File: config.mk
export PLATFORM = sky130hd
export DESIGN_NAME = tone_gen
export DESIGN_NICKNAME = d
export VERILOG_FILES = /design/src/rtl/tone_gen.sv
export SDC_FILE = /design/constraint.sdc
export NUM_CORES = 1
export LEC_CHECK = 0
export CAP_MARGIN = 30
export CORE_MARGIN = 3
export CORE_UTILIZATION = 25
export CTS_CLUSTER_SIZE = 12
export DETAILED_ROUTE_END_ITERATION = 7
export HOLD_SLACK_MARGIN = 0.02
export PLACE_DENSITY_LB_ADDON = 0.12
export SYNTH_ARGS = -nofsm -noshare
export SYNTH_HDL_FRONTEND = slang
export SYNTH_SLANG_ARGS = --single-unit
File: constraint.sdc
create_clock -name clk -period 5.4 [get_ports clk]
set_input_delay 1.62 -clock clk [delete_from_list [all_inputs] [get_ports clk]]
set_output_delay 1.62 -clock clk [all_outputs]
set_load 0.02 [all_outputs]
File: src/rtl/tone_gen.sv
// Square-wave tone generator: one output period lasts exactly cur_div clocks,
// split into ceil(div/2) high cycles and floor(div/2) low cycles.
module tone_gen (
  input  logic        clk,
  input  logic        rst,
  input  logic [15:0] div,
  input  logic        en,
  input  logic        restart,
  output logic        tone,
  output logic        period_tick,
  output logic        busy
);

  typedef enum logic [1:0] {IDLE, HIGH, LOW} state_t;

  state_t      state, state_n;
  logic [15:0] cur_div, cur_div_n;
  logic [15:0] cnt, cnt_n;

  logic        div_ok;
  logic [15:0] start_cnt;
  logic [15:0] lo_cnt;

  assign div_ok    = (div >= 16'd2);
  assign start_cnt = div - (div >> 1) - 16'd1;
  assign lo_cnt    = (cur_div >> 1) - 16'd1;

  always_comb begin
    state_n   = state;
    cnt_n     = cnt;
    cur_div_n = cur_div;
    case (state)
      IDLE: begin
        if (en && div_ok) begin
          state_n   = HIGH;
          cur_div_n = div;
          cnt_n     = start_cnt;
        end
      end
      HIGH, LOW: begin
        if (!en) begin
          state_n = IDLE;
        end else if (restart || (state == LOW && cnt == '0)) begin
          // restart and period end share the same relaunch path
          if (div_ok) begin
            state_n   = HIGH;
            cur_div_n = div;
            cnt_n     = start_cnt;
          end else begin
            state_n = IDLE;
          end
        end else if (cnt != '0) begin
          cnt_n = cnt - 16'd1;
        end else begin
          state_n = LOW;
          cnt_n   = lo_cnt;
        end
      end
      default: state_n = IDLE;
    endcase
  end

  // Outputs are registered from the next-state values so they line up with
  // the state they describe; the tick marks the final LOW cycle itself.
  always_ff @(posedge clk or posedge rst) begin
    if (rst) begin
      state       <= IDLE;
      cur_div     <= '0;
      cnt         <= '0;
      tone        <= 1'b0;
      busy        <= 1'b0;
      period_tick <= 1'b0;
    end else begin
      state       <= state_n;
      cur_div     <= cur_div_n;
      cnt         <= cnt_n;
      tone        <= (state_n == HIGH);
      busy        <= (state_n != IDLE);
      period_tick <= (state_n == LOW) && (cnt_n == '0);
    end
  end

endmodule
* After elaboration in Yosys (flattened, before gate mapping) *
Cells that the tools add are included.

storage, ports and cells
  flip-flop bits (word level) = 37
  output and inout bits = 3
  logic and storage cells = 48

cells by class
  add/subtract/negate cells = 4
  reduce and logical (&&, ||, !) cells = 12
  order comparisons = 1
  equality and inequality tests = 8
  muxes and demuxes = 17

operator list
  kind                                                                                  count
  16-bit two-way mux                                                                    9
  16-bit one-hot mux with 2 select lines                                                2
  16-bit logical NOT                                                                    2
  16-bit by 1-bit subtractor with 16-bit output, second input constant                  2
  16-bit by 2-bit greater-or-equal comparator with 1-bit output, second input constant  1
  16-bit nonzero test                                                                   1
  15-bit by 1-bit subtractor with 16-bit output, second input constant                  1
  16-bit by 15-bit subtractor with 16-bit output                                        1
  2-bit two-way mux                                                                     4
  2-bit != test, second input constant                                                  4
  5-bit AND reduction                                                                   1
  2-bit by 1-bit == test with 1-bit output, second input constant                       2
  2-bit == test, second input constant                                                  2
  2-bit one-hot mux with 2 select lines                                                 1
  2-bit nonzero test                                                                    2
  1-bit logical AND                                                                     3
  2-bit logical NOT                                                                     1
  2-bit OR reduction                                                                    1
  1-bit logical OR                                                                      1
  1-bit two-way mux                                                                     1

* Longest topological paths before layout *
  word-level depth = 8
  mapped depth = 17
  gate-level depth less buffers = 13

* Least setup slack after synthesis *
OpenSTA, ideal clock, no wires.

  path kind = input port to flip-flop
  start point = input div[1]
  end point = register period_tick
  setup slack = 0.981 ns
  buffers on the path = 0
  data required time = 5.304 ns
  data arrival time = 4.323 ns
  stages on the path = 13
  setup time = 0.096 ns
  path through = inv_1 > ha_1 > inv_1 > fa_1 > or2_2 > a211oi_1 > o31ai_1 > nand2b_1 > a21oi_1 > xnor2_1 > a2111oi_2 > or4b_1 > nor4_2

on the way
  word-level cells in the longest chain between the ends = 8

ends and longest elaborated chain
  item                                            line  text
  start, declared                                 6     input logic [15:0] div,
  16-bit by 15-bit subtractor with 16-bit output  25    assign start_cnt = div - (div >> 1) - 16'd1;
  16-bit by 1-bit subtractor with 16-bit output   25
  16-bit two-way mux                              45    if (div_ok) begin
  16-bit two-way mux                              43    end else if (restart || (state == LOW && cnt == '0)) begin
  16-bit two-way mux                              41    if (!en) begin
  16-bit one-hot mux with 2 select lines          32    case (state)
  16-bit logical NOT                              79    period_tick <= (state_n == LOW) && (cnt_n == '0);
  1-bit logical AND *                             79
  end signal, assigned                            79
  end, declared                                   10    output logic period_tick,

Mark *: on every way between the ends. The rest lies on a longest branch, timed or not.
A chain may end at the register's enable or synchronous reset.

* Final worst setup path *
Ends and elaborated chain as after synthesis.

==> flow_metrics.env <==
export IMPL_status="finished, final reports clean"
export IMPL_drive_gt1_share_pct=5.23
export IMPL_worstSetupStartpointType="primary input"
export IMPL_worstMarginPinSlew_ns=0.852
export IMPL_swShare_pct=47.2
export IMPL_portBuffers=22
export IMPL_maxSlewViolCount=0
export IMPL_ir_worst_vdd_uv=142
export IMPL_clk_latency_ns=0.29
export IMPL_grt_max_degree=37
export IMPL_antenna_left=0
export IMPL_root_buffer="clkbuf_16"
export IMPL_layout_worst_path_cycle_share_pct=92.2
export IMPL_max_freq_mhz=201
export IMPL_cp_end_kind="flop"
export IMPL_place_congestion=0.834
export IMPL_clkTransAtPathRegs_ns=0.06
export IMPL_crit_type="in -> reg"
export IMPL_p_leak_nw=1.72
export IMPL_core_sq_um=13400
export IMPL_cts_resized=0
export IMPL_synth_async_reset_ratio_pct=100
export IMPL_first_pass_iters=4
export IMPL_p_switching_uw=829
export IMPL_post_route_cell_area_sq_um=4040
export IMPL_syn_to_final_growth_pct=16.3
export IMPL_die_y_um=124
export IMPL_fin_ws_ns=0.422
export IMPL_internal_power_uw=927
export IMPL_start_util_pct=25.9
export IMPL_ys_seq_area_share_pct=25.9
export IMPL_tritoncts="done"
export IMPL_synth_edff_count=0
export IMPL_io_pins=23
export IMPL_cap_viol_max_count=0
export IMPL_clock_path_buffers=2
export IMPL_power_density_nw_per_um2=435
export IMPL_p_seq_share_pct=32.4
export IMPL_wl_mm=11.2
export IMPL_cts_buffers_inserted=5
export IMPL_pre_cts_ws_ns=0.0920
export IMPL_cts_hold_buffers=0
export IMPL_avgSynthCellArea_sq_um=7.89
export IMPL_cp_max_fo=4
export IMPL_num_antenna_cells=0
export IMPL_syn_area_sq_um=3470
export IMPL_grt_pass1_vias=3221
export IMPL_finalNonFillerCells=635
export IMPL_pwr_share_comb_pct=50.1
export IMPL_cp_required_ns=5.60
export IMPL_grt_ovfl_total=0
export IMPL_timing_final_crit_period_ns=4.98
export IMPL_drt_iter0_markers=182
export IMPL_vias_per_cell=5.28
export IMPL_yosysWarningCount=0
export IMPL_wire_per_inst_um=17.6
export IMPL_ys_seq_elements=36
export IMPL_cp_arrival_ns=5.18
export IMPL_setup_tns_ns=0
export IMPL_die_x_um=124
export IMPL_grt_pass1_wl_mm=17.6
export IMPL_cts_sinks=36
export IMPL_place_area_sq_um=3890
export IMPL_setup_violations=0
export IMPL_drc_errors=0
export IMPL_ys_types=64
export IMPL_fp_row_count=42
export IMPL_die_area_sq_um=15300
export IMPL_skew_ns=0.00668
export IMPL_synth_top_area_share_pct=25.9
export IMPL_dp_cells=627
export IMPL_synth_cells=440
export IMPL_antenna_found_initial=0
export IMPL_yosys_area_top_type="dfrtp_1"
export IMPL_clockPowerShare_pct=17.4
export IMPL_slew_headroom_pct=41.7
export IMPL_min_path_type="reg -> reg"
export IMPL_synth_net_count=492
export IMPL_htreeDepth=2
export IMPL_hpwl_mm=8.64
export IMPL_final_nets=510
export IMPL_hold_viol=0
export IMPL_post_cts_buffers=0
export IMPL_rsz0062_at_grt="false"
export IMPL_num_vias=3355
export IMPL_grt_util_all_layers_pct=15.3
export IMPL_yosys_top_cells_area="dfrtp_1, ha_1, a21oi_1, o21ai_0, nand2_1"
export IMPL_ys_flop_type="dfrtp_1"
export IMPL_p_total_mw=1.76
-- cell type report --
class	count	area, sq um
Multi-Input combinational cell	354	2370
Fill cell	1453	9360
Sequential cell	36	901
Tap cell	176	220
Inverter	30	113
Timing Repair Buffer	31	288
Clock buffer	8	146
-- layout by cell type (no fill, tap or decap), types with 6 or more instances in the layout --
| master | instances |
|---|---|
| xnor2_1 | 8 |
| dfrtp_1 | 36 |
| o21ai_0 | 32 |
| or3_1 | 10 |
| ha_1 | 31 |
| nor2_1 | 31 |
| nand3_1 | 14 |
| inv_1 | 30 |
| a21o_1 | 7 |
| nand3b_1 | 6 |
| buf_4 | 9 |
| a31oi_1 | 9 |
| xor2_1 | 7 |
| a211oi_1 | 6 |
| nor2b_1 | 7 |
| or4_1 | 6 |
| nor3_1 | 12 |
| a211o_1 | 7 |
| nand2b_1 | 9 |
| a21oi_1 | 37 |
| nand2_1 | 37 |
| clkdlybuf4s50_1 | 22 |
-- worst paths after layout --
| path | start | to | slack (ns) | cells past startpoint |
|---|---|---|---|---|
| worst max-delay path | div[1] | period_tick | 0.42 | 14 |
| worst min register to register | cur_div[14] | cur_div[14] | 0.53 | 2 |
| min in group asynchronous | rst | cnt[14] | 1.77 | 3 |
| max in group asynchronous | rst | cur_div[1] | 3.26 | 3 |
| worst max register to register | cnt[9] | period_tick | 1.27 | 11 |
| worst min-delay path | cur_div[14] | cur_div[14] | 0.53 | 2 |
-- metal layers --
metal | vias to the layer above | global-route usage [%] | wire (um)
met4 | 0 | 6.44 | 358
met1 | 1588 | 20.6 | 5300
met2 | 77 | 24.2 | 5050
met5 | - | 0 | 0
met3 | 24 | 2.45 | 470
li1 | 1666 | - | -
-- metrics by stage --
step                utilization, %  hold slack, ns
floorplan                        -           0.450
global placement              29.0           0.529
detailed placement            29.0           0.533
CTS                           30.1           0.546
global route                  30.1           0.582
finish                        30.1           0.534
-- kinds of logic after synthesis --
| logic type | count (synthesis) | share of synthesized area (%) |
|---|---|---|
| multiplexers | 3 | 0.865 |
| flip-flops | 36 | 25.9 |
| adder cells (fa/ha/maj) | 32 | 11.7 |
| AO/OA/AOI/OAI | 146 | 28.1 |
| XOR/XNOR | 15 | 3.78 |
| AND/OR/NAND/NOR | 158 | 23.7 |
| buffers and inverters | 50 | 5.84 |
-- critical path, cell delays in order --
cell and delay (ns):
clkdlybuf4s50_1 0.46, inv_1 0.16, ha_1 0.22, inv_1 0.07, fa_1 0.40, or2_2 0.30
a211oi_1 0.39, o31ai_1 0.11, nand2b_1 0.08, a21oi_1 0.07, xnor2_1 0.16, a2111oi_2 0.34
or4b_1 0.51, nor4_2 0.27
-- state kept, by name, indices dropped and copies added (netlist names) --
name	count
period_tick	1
cnt	16
busy	1
state	2
tone	1
cur_div	15
-- synth_stat cells, types with 3 or more instances --
library cell,count
a21oi_1,37
nand2_1,37
dfrtp_1,36
o21ai_0,32
ha_1,31
nor2_1,31
inv_1,30
nand3_1,14
clkbuf_1,13
nor3_1,12
or3_1,10
a31oi_1,9
nand2b_1,9
xnor2_1,8
a211o_1,7
a21o_1,7
nor2b_1,7
xor2_1,7
a211oi_1,6
nand3b_1,6
or4_1,6
and3_1,5
buf_2,5
nor4_1,5
o21a_1,5
o31ai_1,5
a221o_1,4
o311ai_0,4
or2_2,4
mux2i_1,3
o211ai_1,3
-- power by group through the flow --
| stage | Sequential (mW) | Combinational [mW] | Clock, mW |
|---|---|---|---|
| after floorplan | 0.496 | 0.668 | 0 |
| after global placement | 0.573 | 0.888 | 0 |
| after detailed placement | 0.568 | 0.877 | 0 |
| after CTS | 0.565 | 0.882 | 0.319 |
| after global routing | 0.595 | 0.985 | 0.330 |
| final | 0.569 | 0.880 | 0.306 |
(Power assumes the default switching activity.)
